### src/rtl/pipe_hazard_ctrl_if.sv
// Hazard-control bundle between the pipeline datapath and pipe_hazard_ctrl.
// The datapath drives the *_i hazard inputs; the controller drives the *_o pipeline controls.
interface pipe_hazard_ctrl_if #(
  parameter int CNT_W = 16
);
  logic             idex_memread_i;
  logic [4:0]       idex_rd_i;
  logic [4:0]       ifid_rs_i;
  logic [4:0]       ifid_rt_i;
  logic             ifid_uses_rt_i;
  logic             branch_taken_i;
  logic             mul_start_i;
  logic             pc_write_o;
  logic             ifid_write_o;
  logic             if_flush_o;
  logic             idex_flush_o;
  logic             idex_hold_o;
  logic             exmem_flush_o;
  logic             mul_done_o;
  logic [CNT_W-1:0] stall_cnt_o;
  logic [CNT_W-1:0] flush_cnt_o;

  modport master (
    output idex_memread_i, idex_rd_i, ifid_rs_i, ifid_rt_i, ifid_uses_rt_i,
           branch_taken_i, mul_start_i,
    input  pc_write_o, ifid_write_o, if_flush_o, idex_flush_o, idex_hold_o,
           exmem_flush_o, mul_done_o, stall_cnt_o, flush_cnt_o
  );

  modport slave (
    input  idex_memread_i, idex_rd_i, ifid_rs_i, ifid_rt_i, ifid_uses_rt_i,
           branch_taken_i, mul_start_i,
    output pc_write_o, ifid_write_o, if_flush_o, idex_flush_o, idex_hold_o,
           exmem_flush_o, mul_done_o, stall_cnt_o, flush_cnt_o
  );
endinterface

### src/rtl/pipe_hazard_ctrl.sv
// Pipeline hazard controller: load-use stalls, taken-branch flushes, multi-cycle
// multiply occupancy of EX, plus saturating stall/flush performance counters.
module pipe_hazard_ctrl #(
  parameter int MUL_CYCLES = 4,
  parameter int CNT_W      = 16
) (
  input  logic                 clk_i,
  input  logic                 rst_i,
  pipe_hazard_ctrl_if.slave    bus
);

  typedef enum logic {RUN = 1'b0, MUL_WAIT = 1'b1} state_t;

  localparam int         MUL_LOAD_INT = (MUL_CYCLES > 1) ? (MUL_CYCLES - 2) : 0;
  localparam logic [3:0] MUL_LOAD     = MUL_LOAD_INT[3:0];

  function automatic logic [CNT_W-1:0] sat_inc(input logic [CNT_W-1:0] v,
                                               input logic             en);
    if (en && (v != {CNT_W{1'b1}}))
      return v + {{(CNT_W-1){1'b0}}, 1'b1};
    return v;
  endfunction

  state_t           state, state_nxt;
  logic [3:0]       mul_cnt, mul_cnt_nxt;
  logic [CNT_W-1:0] stall_cnt, flush_cnt;
  logic             load_use;
  logic             flush_evt;
  logic             pc_write, ifid_write, if_flush, idex_flush;
  logic             idex_hold, exmem_flush, mul_done;

  assign load_use = bus.idex_memread_i && (bus.idex_rd_i != 5'd0) &&
                    ((bus.idex_rd_i == bus.ifid_rs_i) ||
                     (bus.ifid_uses_rt_i && (bus.idex_rd_i == bus.ifid_rt_i)));

  always_ff @(posedge clk_i) begin
    if (rst_i) begin
      state   <= RUN;
      mul_cnt <= 4'd0;
    end else begin
      state   <= state_nxt;
      mul_cnt <= mul_cnt_nxt;
    end
  end

  always_comb begin
    state_nxt   = state;
    mul_cnt_nxt = mul_cnt;
    pc_write    = 1'b1;
    ifid_write  = 1'b0;
    if_flush    = 1'b0;
    idex_flush  = 1'b0;
    idex_hold   = 1'b0;
    exmem_flush = 1'b0;
    mul_done    = 1'b0;
    flush_evt   = 1'b0;
    // Reset forces the idle control pattern regardless of hazard inputs.
    if (!rst_i) begin
      unique case (state)
        RUN: begin
          if (bus.branch_taken_i) begin
            if_flush   = 1'b1;
            idex_flush = 1'b1;
            flush_evt  = 1'b1;
          end else begin
            if (bus.mul_start_i) begin
              if (MUL_CYCLES == 1) begin
                mul_done = 1'b1;
              end else begin
                state_nxt   = MUL_WAIT;
                mul_cnt_nxt = MUL_LOAD;
              end
            end
            if (load_use) begin
              pc_write   = 1'b0;
              ifid_write = 1'b1;
              idex_flush = 1'b1;
            end
          end
        end
        MUL_WAIT: begin
          pc_write    = 1'b0;
          ifid_write  = 1'b1;
          idex_hold   = 1'b1;
          exmem_flush = 1'b1;
          if (mul_cnt == 4'd0) begin
            mul_done  = 1'b1;
            state_nxt = RUN;
          end else begin
            mul_cnt_nxt = mul_cnt - 4'd1;
          end
        end
        default: state_nxt = RUN;
      endcase
    end
  end

  always_ff @(posedge clk_i) begin
    if (rst_i) begin
      stall_cnt <= '0;
      flush_cnt <= '0;
    end else begin
      stall_cnt <= sat_inc(stall_cnt, !pc_write);
      flush_cnt <= sat_inc(flush_cnt, flush_evt);
    end
  end

  assign bus.pc_write_o    = pc_write;
  assign bus.ifid_write_o  = ifid_write;
  assign bus.if_flush_o    = if_flush;
  assign bus.idex_flush_o  = idex_flush;
  assign bus.idex_hold_o   = idex_hold;
  assign bus.exmem_flush_o = exmem_flush;
  assign bus.mul_done_o    = mul_done;
  assign bus.stall_cnt_o   = stall_cnt;
  assign bus.flush_cnt_o   = flush_cnt;

endmodule

### src/flat_wrapper.sv
// flat-port wrapper written by rule: the top's interface ports become plain ports
module pipe_hazard_ctrl_flat 
#(
  parameter int MUL_CYCLES = 4,
  parameter int CNT_W      = 16
)
  (clk_i, rst_i, bus_idex_memread_i, bus_idex_rd_i, bus_ifid_rs_i, bus_ifid_rt_i, bus_ifid_uses_rt_i, bus_branch_taken_i, bus_mul_start_i, bus_pc_write_o, bus_ifid_write_o, bus_if_flush_o, bus_idex_flush_o, bus_idex_hold_o, bus_exmem_flush_o, bus_mul_done_o, bus_stall_cnt_o, bus_flush_cnt_o);
  pipe_hazard_ctrl_if #(.CNT_W(CNT_W)) bus_i ();
  input  logic clk_i;
  input  logic rst_i;
  input wire logic [$bits(bus_i.idex_memread_i)-1:0] bus_idex_memread_i;
  input wire logic [$bits(bus_i.idex_rd_i)-1:0] bus_idex_rd_i;
  input wire logic [$bits(bus_i.ifid_rs_i)-1:0] bus_ifid_rs_i;
  input wire logic [$bits(bus_i.ifid_rt_i)-1:0] bus_ifid_rt_i;
  input wire logic [$bits(bus_i.ifid_uses_rt_i)-1:0] bus_ifid_uses_rt_i;
  input wire logic [$bits(bus_i.branch_taken_i)-1:0] bus_branch_taken_i;
  input wire logic [$bits(bus_i.mul_start_i)-1:0] bus_mul_start_i;
  output wire logic [$bits(bus_i.pc_write_o)-1:0] bus_pc_write_o;
  output wire logic [$bits(bus_i.ifid_write_o)-1:0] bus_ifid_write_o;
  output wire logic [$bits(bus_i.if_flush_o)-1:0] bus_if_flush_o;
  output wire logic [$bits(bus_i.idex_flush_o)-1:0] bus_idex_flush_o;
  output wire logic [$bits(bus_i.idex_hold_o)-1:0] bus_idex_hold_o;
  output wire logic [$bits(bus_i.exmem_flush_o)-1:0] bus_exmem_flush_o;
  output wire logic [$bits(bus_i.mul_done_o)-1:0] bus_mul_done_o;
  output wire logic [$bits(bus_i.stall_cnt_o)-1:0] bus_stall_cnt_o;
  output wire logic [$bits(bus_i.flush_cnt_o)-1:0] bus_flush_cnt_o;
  assign bus_i.idex_memread_i = bus_idex_memread_i;
  assign bus_i.idex_rd_i = bus_idex_rd_i;
  assign bus_i.ifid_rs_i = bus_ifid_rs_i;
  assign bus_i.ifid_rt_i = bus_ifid_rt_i;
  assign bus_i.ifid_uses_rt_i = bus_ifid_uses_rt_i;
  assign bus_i.branch_taken_i = bus_branch_taken_i;
  assign bus_i.mul_start_i = bus_mul_start_i;
  assign bus_pc_write_o = bus_i.pc_write_o;
  assign bus_ifid_write_o = bus_i.ifid_write_o;
  assign bus_if_flush_o = bus_i.if_flush_o;
  assign bus_idex_flush_o = bus_i.idex_flush_o;
  assign bus_idex_hold_o = bus_i.idex_hold_o;
  assign bus_exmem_flush_o = bus_i.exmem_flush_o;
  assign bus_mul_done_o = bus_i.mul_done_o;
  assign bus_stall_cnt_o = bus_i.stall_cnt_o;
  assign bus_flush_cnt_o = bus_i.flush_cnt_o;
  pipe_hazard_ctrl #(.MUL_CYCLES(MUL_CYCLES), .CNT_W(CNT_W)) u_core (.clk_i(clk_i), .rst_i(rst_i), .bus(bus_i));
endmodule
### config.mk
export PLATFORM = sky130hd
export DESIGN_NAME = pipe_hazard_ctrl_flat
export DESIGN_NICKNAME = d
export VERILOG_FILES = /design/src/rtl/pipe_hazard_ctrl_if.sv /design/src/rtl/pipe_hazard_ctrl.sv /design/src/flat_wrapper.sv
export SDC_FILE = /design/constraint.sdc
export NUM_CORES = 1
export LEC_CHECK = 0
export ABC_AREA = 1
export ABC_CLOCK_PERIOD_IN_PS = 2300
export CAP_MARGIN = 20
export CORE_UTILIZATION = 49
export CTS_CLUSTER_SIZE = 10
export DETAILED_ROUTE_END_ITERATION = 8
export PLACE_DENSITY = 0.8
export SETUP_SLACK_MARGIN = 0.1
export SYNTH_ARGS = -nofsm -noshare
export SYNTH_HDL_FRONTEND = slang
export SYNTH_SLANG_ARGS = --single-unit
### constraint.sdc
create_clock -name clk_i -period 2.3 [get_ports clk_i]
set_input_delay 0.345 -clock clk_i [delete_from_list [all_inputs] [get_ports clk_i]]
set_output_delay 0.345 -clock clk_i [all_outputs]
set_load 0.03 [all_outputs]
* Word level (Yosys, flattened, before mapping) *
Cells that the tools add are included.

cells by class
  $add $sub $neg = 3
  multiply operators = 0
  div/mod/pow operators = 0
  $lt $le $gt $ge = 0
  eq/ne operators = 7
  shift operators = 0
  multiplexer cells = 33
  bitwise gates (word level) = 1
  reduce and logical (&&, ||, !) cells = 10

operator list
  kind                                               number
  adder 16 x 1 -> 16 bit (second input constant)     2
  2-to-1 mux 16 bit                                  2
  inequality test 16 bit (second input constant)     2
  2-to-1 mux 1 bit                                   24
  2-to-1 mux 4 bit                                   3
  equality test 5 bit                                2
  one-hot mux 4 bit (2 select lines)                 1
  inequality test 2 bit (second input constant)      3
  one-hot mux 1 bit (2 select lines)                 3
  logical AND 1 bit                                  5
  nonzero test 5 bit                                 1
  logical NOT 4 bit                                  1
  subtractor 4 x 1 -> 4 bit (second input constant)  1
  AND reduction 3 bit                                1
  logical NOT 1 bit                                  1
  logical OR 1 bit                                   1
  inverter 1 bit                                     1

word-level totals
  register bits = 37
  latch bits = 0
  bits in writable memories = 0
  ROM bits = 0
  input bits = 21
  memories kept = 0

* Logic depth before layout (Yosys ltp) *
Gate-level depths: netlist of the first run.

  depth in word-level cells = 12
  gate-level depth with buffers = 12

* Worst setup path before layout of the first run *
OpenSTA, ideal clock, no wires.

  path type = input-to-output
  start point = input port rst_i
  end point = output port bus_mul_done_o
  data arrival time = 2.000 ns
  data required time = 1.955 ns
  path slack = -0.045 ns
  cell stages on the path = 4
  cells stage by stage = buf_2 -> nor2_1 -> inv_2 -> nor4_1

between the ends
  longest elaborated chain between the ends = 1

ends and longest elaborated chain
  item              RTL line                source
  from (decl)       flat_wrapper.sv:10      input logic rst_i;
  2-to-1 mux 1 bit  pipe_hazard_ctrl.sv:58  if (!rst_i) begin
  to (decl)         flat_wrapper.sv:24      output wire logic [$bits(bus_i.mul_done_o)-1:0] bus_mul_done_o;

Every way passes these cells.

* Worst setup path after layout of the first run *
  start point = input port bus_idex_rd_i[3]
  end point = output port bus_pc_write_o

between the ends
  longest elaborated chain between the ends = 8

ends and longest elaborated chain
  item                                    RTL line                source
  from (decl)                             flat_wrapper.sv:12      input wire logic [$bits(bus_i.idex_rd_i)-1:0] bus_idex_rd_i;
  equality test 5 bit                     pipe_hazard_ctrl.sv:34  (bus.ifid_uses_rt_i && (bus.idex_rd_i == bus.ifid_rt_i)));
  logical AND 1 bit                       pipe_hazard_ctrl.sv:34
  logical OR 1 bit                        pipe_hazard_ctrl.sv:33  ((bus.idex_rd_i == bus.ifid_rs_i) ||
  logical AND 1 bit (*)                   pipe_hazard_ctrl.sv:32  assign load_use = bus.idex_memread_i && (bus.idex_rd_i != 5'd0) &&
  2-to-1 mux 1 bit (*)                    pipe_hazard_ctrl.sv:74  if (load_use) begin
  2-to-1 mux 1 bit (*)                    pipe_hazard_ctrl.sv:61  if (bus.branch_taken_i) begin
  one-hot mux 1 bit (2 select lines) (*)  pipe_hazard_ctrl.sv:59  unique case (state)
  2-to-1 mux 1 bit (*)                    pipe_hazard_ctrl.sv:58
  to (decl)                               flat_wrapper.sv:18      output wire logic [$bits(bus_i.pc_write_o)-1:0] bus_pc_write_o;

Mark *: on every way between the ends. The rest lies on a longest branch, timed or not.

==> key figures, run 1 <==
Outcome
  – Status: finished, violations left
  – Failing checks: design-rule violations

Finish
  – Diode count: 0
  – Area Growth Syn to Fin: 34.1%
  – Fin nets: 437
  – Final Instance Area: 3080 sq um
  – Share of layout cells above drive strength 1: 14.0%
  – Non-filler instance count after layout: 466
  – Commonest non-fill, non-tap cells in the layout: nand2_1 (92), clkdlybuf4s50_1 (48), dfxtp_1 (37)
  – Commonest non-fill, non-tap cell in the layout: nand2_1

STA
  – Tightest Pin Transition: 435 ps
  – Layout Skew: 2.56 ps
  – Fmax: 0.470 GHz
  – Slew headroom: 70.8%
  – Max-slew violation count: 0
  – Final WS setup: 170 ps
  – Fin. Hold Viols: 0
  – Final setup TNS: 0 ps
  – Final min period: 2130 ps
  – Fin crit share: 92.6%
  – Finish-stage setup viols: 0
  – RSZ-0062 raised after global routing: no

Yosys
  – Synth warn: 0
  – Syn nets: 372
  – Mux share of post-synthesis cell area: 0%
  – Area leader, netlist: dfxtp_1
  – Largest cells by area after synthesis: dfxtp_1 (32%), nand2_1 (15%), nand3_1 (6.5%)
  – Simple-Gate Fraction of Synth Area: 37.5%
  – Top cell type's share of synthesized area: 32.2%
  – Largest family of logic cells by synthesized area: simple AND/OR/NAND/NOR gates
  – Count of different cell masters after synthesis: 32
  – Cell Area, Synth: 2300 sq um
  – Post-Synth XOR/XNOR Area: 7.24%
  – #FFs+latches synth: 37
  – Adder-cell share of the synthesized area: 1.63%
  – Synthesized area per cell: 6.61 sq um
  – Post-synthesis instance total: 348
  – Post-synth top flop: dfxtp_1
  – Part of the Yosys area used for sequential elements: 32.2%
  – FFs w/ async S/R, synth: 0%
  – EDFF count, synth: 0
  – Compound-cell area share of the yosys netlist: 11.5%

Global routing
  – Initial antenna violation count: 0
  – Largest net degree at the start of global routing: 22
  – Vias in the first global route: 2,252
  – GRT overflow: 0
  – GRT Total Usage: 23.6%
  – Global-route wire length before repair: 9620 microns

Critical path
  – Worst Setup Path Type: in2out
  – Critical-path maximum fanout: 6
  – Critical Path End Type: primary output
  – Worst path required time: 1960 ps
  – Crit path arrival time: 1780 ps
  – CP Launch Type: input port

Clock network
  – Root Buffer: clkbuf_8
  – Clock transition at path regs: 70 ps
  – H-tree Lvls: 2
  – Clock Path Buffers: 2
  – Hold_buf cts: 0
  – CTS buffer count: 5
  – Clk sinks: 37
  – Clock Latency Late Sink: 290 ps
  – TritonCTS clock tree: done

Floorplan
  – FP Rows: 24
  – Core Box Area: 4440 sq um
  – Initial core utilization: 51.7%
  – Num ports: 60
  – Die ar.: 4970 sq um
  – Die Y: 70.5 microns
  – Die W: 70.5 microns

Placement
  – DP HPWL: 4060 microns
  – PortBufs: 59
  – Routability congestion estimate: 0.875
  – Cells after DPL: 454
  – Post-Place Cell Area: 2940 sq um
  – Pre-CTS WS: 148 ps

Drt
  – WL/cell: 12.6 microns
  – Via density: 5.20
  – Drt pass-1 iters: 6
  – Antenna-violating nets left: 0
  – Post-Route WL: 5890 microns
  – Drc violations: 4
  – DR iter-0 viols: 194
  – Via Count: 2,423

Power and ir drop
  – Power Density: 427 nW/um^2
  – VDD IR max: 273 uV
  – LEAKAGE: 1.27 nW

Hold path
  – HP Class: reg2reg

Run
  – Maxcap violations: 0
[state kept, by name (all words and copies together) (netlist names)]
signal	cells
u_core.mul_cnt	4
u_core.bus.flush_cnt_o	16
u_core.bus.stall_cnt_o	16
u_core.state	1
[cell type report]
class,instances,area [sq um]
fillers,396,1360
clock buffers,6,72.6
flip-flops and latches,37,741
well taps,52,65.1
repair buffers,68,678
clock inverters,2,10.0
inverters,45,169
multi-input cells,256,1350
[path summary, 6_finish.rpt]
kind                                           startpoint                   endpoint  slack [ps]  cells past startpoint
worst max-delay path                     bus_idex_rd_i[3]             bus_pc_write_o         170                     12
worst min-delay path                    u_core.mul_cnt[0]          u_core.mul_cnt[0]         460                      1
worst max register to register  u_core.bus.stall_cnt_o[0]  u_core.bus.stall_cnt_o[8]         330                      9
worst min register to register          u_core.mul_cnt[0]          u_core.mul_cnt[0]         460                      1
[Yosys cell counts (4+ instances only)]
cell and count:
nand3_1 30, inv_2 11, buf_2 4, o21ai_1 8
nor2_1 30, dfxtp_1 37, xor2_1 12, inv_1 33
a21oi_1 23, nand2_1 93, nor3_1 15, nand4_1 6
xnor2_1 7, a21oi_2 10
[routing by layer]
metal	GRT usage [%]	routed length [microns]
met3	4.76	258
met1	29.6	2660
met5	0	0
met4	7.26	72
met2	40.8	2900
[through the flow]
step | total power [mW] | hold WS [ps] | utilization, %
after detailed placement | 0.873 | 450 | 66.1
after global placement | 0.869 | 446 | 66.1
after global routing | 1.37 | 496 | 69.4
final | 1.32 | 456 | 69.4
after CTS | 1.31 | 461 | 67.9
after floorplan | 0.791 | 426 | -
[critical path, stage by stage]
cell and delay [ps]:
clkdlybuf4s50_1 500, inv_2 60, nand2_1 60, nand2_1 50
nor2_1 90, nand3_1 80, nand2_1 110, nand3_2 80
nand2_2 100, buf_12 120, inv_2 30, buf_4 150
[logic make-up (layout without fill, tap and decap cells)]
logic type	count (synthesis)	after routing
simple gates	189	189
buf+inv	55	121
compound gates	45	45
flops	37	37
xor+xnor	19	19
fa+ha+maj	3	3
[where the power goes]
| group | leakage (nW) | switching, mW | internal [mW] |
|---|---|---|---|
| combinational | 0.923 | 0.115 | 0.0901 |
| clock | 0.0450 | 0.237 | 0.210 |
| sequential | 0.299 | 0.0123 | 0.652 |
| total | 1.27 | 0.364 | 0.952 |
[what timing repair did]
item                       in CTS  in global routing
setup endpoints to repair       0                  2
resized for setup               0                  7
setup buffers                   0                  3
Power figures use the tool's default switching activity.
==> run 2, diff against run 1 <==
- CORE_ASPECT_RATIO: unset -> 1.75
==> run 2 against run 1 <==
The flow now finishes without violations; first-iteration DRC count is 73% lower; largest cell class unchanged; fmax is 4.8% higher; global-route usage is 3.4 points higher; critical endpoint unchanged; via count rose by 0.33%.
==> key figures, run 2 (synthesis results as in run 1) <==
Global routing
  – Vias in the first global route: 2,309
  – GRT Total Usage: 27.0%
  – Largest net degree at the start of global routing: 25
  – Initial antenna violation count: 0
  – GRT overflow: 0
  – Global-route wire length before repair: 9950 microns

STA
  – Fmax: 0.492 GHz
  – Finish-stage setup viols: 0
  – Fin. Hold Viols: 0
  – Max-slew violation count: 0
  – Layout Skew: 5.72 ps
  – WHS: 453 ps
  – Final min period: 2030 ps
  – Fin crit share: 88.3%
  – Final setup TNS: 0 ps
  – Slew headroom: 70.8%
  – RSZ-0062 raised after global routing: no
  – Tightest Pin Transition: 435 ps

Clock network
  – Hold_buf cts: 0
  – H-tree Lvls: 2
  – Clock transition at path regs: 70 ps
  – TritonCTS clock tree: done
  – Clock Path Buffers: 2
  – Root Buffer: clkbuf_8
  – Clk sinks: 37
  – Clock Latency Late Sink: 290 ps
  – CTS buffer count: 5

Power and ir drop
  – Internal power: 0.970 mW
  – Clock Power Share: 34.8%
  – P_sw: 0.347 mW
  – Logic gate share of total power: 14.6%
  – VDD IR max: 412 uV
  – Flop pwr share: 50.5%
  – Switching share of power: 26.3%
  – Power Density: 437 nW/um^2
  – LEAKAGE: 1.23 nW

Critical path
  – CP Launch Type: input port
  – Worst path cell trace: clkdlybuf4s50_1 > inv_1 > nand2_1 > nand2_1 > nor2_1 > nand3_1 > nand2_1 > nand3_1 > nand2_2 > inv_2 > buf_4
  – Critical path's largest stage delay: 480 ps
  – CP max stage cell: clkdlybuf4s50_1
  – Worst path required time: 1960 ps
  – Worst Setup Path Type: in2out
  – Top delay family on crit path: buffers and inverters
  – CP bufs+invs: 4
  – Critical Path End Type: primary output
  – Critical-path maximum fanout: 4
  – Crit path arrival time: 1690 ps
  – Critical path's most frequent cell: nand2_1

Finish
  – Commonest non-fill, non-tap cells in the layout: nand2_1 (92), clkdlybuf4s50_1 (48), dfxtp_1 (37)
  – Fin nets: 432
  – Share of layout cells above drive strength 1: 12.3%
  – Commonest non-fill, non-tap cell in the layout: nand2_1
  – Diode count: 0
  – Area Growth Syn to Fin: 31.1%
  – Non-filler instance count after layout: 459

Drt
  – Drt pass-1 iters: 4
  – Drc violations: 0
  – DR iter-0 viols: 53
  – Via density: 5.30
  – Antenna-violating nets left: 0
  – Via Count: 2,431
  – WL/cell: 13.4 microns
  – Post-Route WL: 6170 microns

Floorplan
  – Die ar.: 4980 sq um
  – Core Box Area: 4440 sq um
  – Die Y: 92.6 microns
  – FP Rows: 32
  – Initial core utilization: 51.7%
  – Die W: 53.8 microns
  – Num ports: 60

Outcome
  – Status: finished clean

Placement
  – PortBufs: 59
  – Cells after DPL: 452
  – DP HPWL: 4700 microns
  – Routability congestion estimate: 0.904

Hold path
  – HP Class: reg2reg

Run
  – Maxcap violations: 0
run 2: cell count changes in the layout (fill, tap and decap cells not counted):
cell       before  now
buf_12          1    0
buf_4          13   11
clkbuf_16       1    0
clkbuf_2        1    0
nand3_2         1    0
clkbuf_8        5    6
clkinv_2        2    0
nor2_1         29   30
nor2_2          2    1
nand3_1        29   30
run 2: power groups by stage:
stage	combinational, mW	clock (mW)	sequential [mW]
3_3_place_gp	0.189	0	0.679
2_1_floorplan	0.107	0	0.684
3_5_place_dp	0.194	0	0.679
4_1_cts	0.194	0.471	0.665
6_report	0.193	0.459	0.665
5_1_grt	0.214	0.501	0.667
run 2: area by class of cell:
type | instances | area [sq um]
fill | 396 | 1430
multi-input combinational | 256 | 1340
sequential | 37 | 741
clock buffer | 7 | 86.3
timing repair buffer | 63 | 613
inverter | 45 | 169
tap | 51 | 63.8
run 2: repair_timing:
action / CTS / global route
buffers inserted: 0 / 0
endpoints found under the setup margin: 0 / 3
resized for setup: 0 / 5
run 2: metrics by stage:
stage          power [mW]  worst slack [ps]  utilization, %  cell area [sq um]
3_3_place_gp        0.867               159            65.6               2920
3_5_place_dp        0.873               128            65.6               2920
2_1_floorplan       0.791               290               -               2310
5_1_grt              1.38               124            67.8               3010
6_report             1.32               268            67.8               3010
4_1_cts              1.33               178            67.5               3000
run 2: layer usage:
layer  part of all wire (%)  global-route usage [%]  wire [microns]
met1                     37                    26.1            2270
met2                     56                    52.4            3480
met3                    4.6                    3.94             281
met4                    2.2                    10.5             138
met5                      0                       0               0
run 2: path summary, 6_finish.rpt:
kind	end	cells past startpoint	from	slack (ps)
hold / removal	u_core.mul_cnt[0]	1	u_core.mul_cnt[0]	450
hold reg to reg	u_core.mul_cnt[0]	1	u_core.mul_cnt[0]	450
setup / recovery	bus_pc_write_o	11	bus_ifid_rt_i[1]	270
setup reg to reg	u_core.bus.stall_cnt_o[11]	9	u_core.bus.stall_cnt_o[0]	330
==> run 3, diff against run 2 <==
- ABC_AREA: 1 -> unset
- CORE_UTILIZATION: 49 -> 47
==> run 3 against run 2 <==
First-iteration DRC count grew 30%; die area shrank 8.7%; global-route usage shrank 0.40 points; combinational power shrank 9.8%; design area shrank 2.3%; worst hold slack gained 45 ps; final cell count shrank 18%; via count shrank 12%; sequential share of layout area grew 0.57 points; register-to-register slack lost 120 ps; clock skew grew 5.7 ps; largest cell class unchanged; largest power group is now the clock network.
==> key figures, run 3 <==
Outcome
  – Status: finished clean

Power and ir drop
  – Logic gate share of total power: 11.5%
  – P_sw: 0.346 mW
  – Clock Power Share: 45.1%
  – Switching share of power: 22.9%
  – LEAKAGE: 1.08 nW
  – Power Total: 1.51 mW
  – Internal power: 1.16 mW
  – Power Density: 512 nW/um^2
  – Flop pwr share: 43.4%
  – VDD IR max: 478 uV

Yosys
  – #FFs+latches synth: 37
  – Count of different cell masters after synthesis: 42
  – Post-synth top cells: dfxtp_1 (37), nor2_1 (32), a21oi_1 (18)
  – EDFF count, synth: 0
  – Area leader, netlist: dfxtp_1
  – Syn nets: 269
  – Cell Area, Synth: 2010 sq um
  – Top cell type's share of synthesized area: 36.9%
  – Synthesized area per cell: 8.20 sq um
  – Synth warn: 0
  – Top-count cell post-synth: dfxtp_1
  – Part of the Yosys area used for sequential elements: 36.9%
  – FFs w/ async S/R, synth: 0%
  – Largest cells by area after synthesis: dfxtp_1 (37%), xor2_1 (7.0%), nor2_1 (6.0%)
  – Post-synth top flop: dfxtp_1
  – Post-synthesis instance total: 245

Clock network
  – Root Buffer: clkbuf_8
  – Clock transition at path regs: 70 ps
  – H-tree Lvls: 2
  – Clock Latency Late Sink: 300 ps
  – CTS buffer count: 5
  – Hold_buf cts: 0
  – Clock Path Buffers: 2
  – TritonCTS clock tree: done
  – Clk sinks: 37

Critical path
  – CP max stage cell: clkdlybuf4s50_1
  – CP bufs+invs: 2
  – Worst Setup Path Type: in2out
  – Critical-path maximum fanout: 3
  – Top delay family on crit path: buffers and inverters
  – Crit path arrival time: 1800 ps
  – Worst path cell trace: clkdlybuf4s50_1 > xor2_1 > nor3_2 > a32oi_2 > nor2_1 > nor2_1 > nor3_2 > buf_4
  – Worst path required time: 1960 ps
  – Critical Path End Type: primary output
  – Critical path's largest stage delay: 480 ps
  – CP Launch Type: input port

STA
  – Layout Skew: 11.5 ps
  – Fin crit share: 93.2%
  – RSZ-0062 raised after global routing: yes
  – Fin. Hold Viols: 0
  – Finish-stage setup viols: 0
  – Final min period: 2140 ps
  – Final setup TNS: 0 ps
  – Max-slew violation count: 0
  – Slew headroom: 70.5%
  – Tightest Pin Transition: 438 ps
  – Fmax: 0.467 GHz

Drt
  – WL/cell: 14.9 microns
  – Post-Route WL: 5610 microns
  – Antenna-violating nets left: 0
  – DR iter-0 viols: 69
  – Drc violations: 0
  – Drt pass-1 iters: 5
  – Via Count: 2,135
  – Via density: 5.68

Floorplan
  – Initial core utilization: 48.8%
  – Die Y: 88.5 microns
  – FP Rows: 31
  – Num ports: 60
  – Core Box Area: 4110 sq um
  – Die W: 51.4 microns
  – Die ar.: 4550 sq um

Finish
  – Commonest non-fill, non-tap cell in the layout: clkdlybuf4s50_1
  – Area Growth Syn to Fin: 46.7%
  – Commonest non-fill, non-tap cells in the layout: clkdlybuf4s50_1 (43), dfxtp_1 (37), buf_4 (33)
  – Fin nets: 350
  – Diode count: 0
  – Share of layout cells above drive strength 1: 17.4%

Global routing
  – Global-route wire length before repair: 9070 microns
  – Largest net degree at the start of global routing: 35
  – GRT Total Usage: 26.6%
  – GRT overflow: 0
  – Initial antenna violation count: 0
  – Vias in the first global route: 2,044

Placement
  – PortBufs: 59
  – DP HPWL: 4000 microns
  – Routability congestion estimate: 0.790

Hold path
  – HP Class: reg2reg

Run
  – Maxcap violations: 0
run 3: changes by cell type in the layout (fill, tap and decap cells not counted), moves of 8 or more:
cell / before / now
nand3_1: 30 / 8
a21oi_2: 10 / 0
inv_2: 11 / 0
buf_4: 11 / 33
o21ai_1: 8 / 0
nand2_1: 92 / 17
nor3_1: 15 / 4
inv_1: 33 / 9
run 3: cell type report:
| class | instances | area, sq um |
|---|---|---|
| Clock inverter | 3 | 65.1 |
| Sequential cell | 37 | 741 |
| Fill cell | 330 | 1170 |
| Inverter | 10 | 40.0 |
| Multi-Input combinational cell | 187 | 1210 |
| Tap cell | 49 | 61.3 |
| Clock buffer | 5 | 68.8 |
| Timing Repair Buffer | 85 | 761 |
run 3: path summary, 6_finish.rpt:
check | from | endpoint | slack, ps | depth (start not counted)
max | bus_ifid_rs_i[0] | bus_idex_flush_o | 160 | 8
max reg2reg | u_core.bus.stall_cnt_o[5] | u_core.bus.stall_cnt_o[9] | 210 | 7
min | u_core.mul_cnt[1] | u_core.mul_cnt[1] | 500 | 2
min reg2reg | u_core.mul_cnt[1] | u_core.mul_cnt[1] | 500 | 2
run 3: repair_timing:
item / in CTS / in global routing
gates resized for setup: 18 / 3
endpoints found under the setup margin: 14 / 10
pin swaps: 8 / 5
setup buffers: 3 / 1
run 3: stage by stage:
stage / cells / utilization (%) / setup WS (ps) / hold slack, ps / cell area, sq um
2_1_floorplan: 245 / - / 131 / 452 / 2030
3_3_place_gp: 364 / 67.1 / -265 / 463 / 2760
3_5_place_dp: 364 / 67.1 / -394 / 481 / 2760
4_1_cts: 375 / 71.3 / 104 / 498 / 2930
5_1_grt: 376 / 71.6 / 95.2 / 526 / 2950
6_report: 376 / 71.6 / 157 / 498 / 2950
run 3: power groups by stage:
stage	Combinational (mW)	Clock (mW)	Sequential (mW)
floorplan	0.0799	0	0.672
global placement	0.165	0	0.669
detailed placement	0.168	0	0.669
CTS	0.172	0.684	0.654
global route	0.187	0.712	0.655
finish	0.174	0.680	0.654
run 3: tightest hold or removal path, delay by kind of cell, from the launching register on:
kind / cells / cell delay, ps
compound gates: 1 / 60
flops: 1 / 330
simple gates: 1 / 70
run 3: per-layer routing:
metal / GRT usage, % / part of all wire, % / vias up
met5: 0 / 0 / -
met4: 14.0 / 3.1 / 0
met3: 4.64 / 3.0 / 14
met2: 51.8 / 57 / 57
met1: 25.4 / 37 / 1017
li1: - / - / 1047
run 3: kinds of logic after synthesis:
group	synth area share [%]
and+or+nand+nor	30.3
AOI/OAI and AO/OA	13.8
DFF	36.9
xor gates and xnor gates	9.16
buffers and inverters	5.29
muxes	2.74
adders and majority gates	1.87
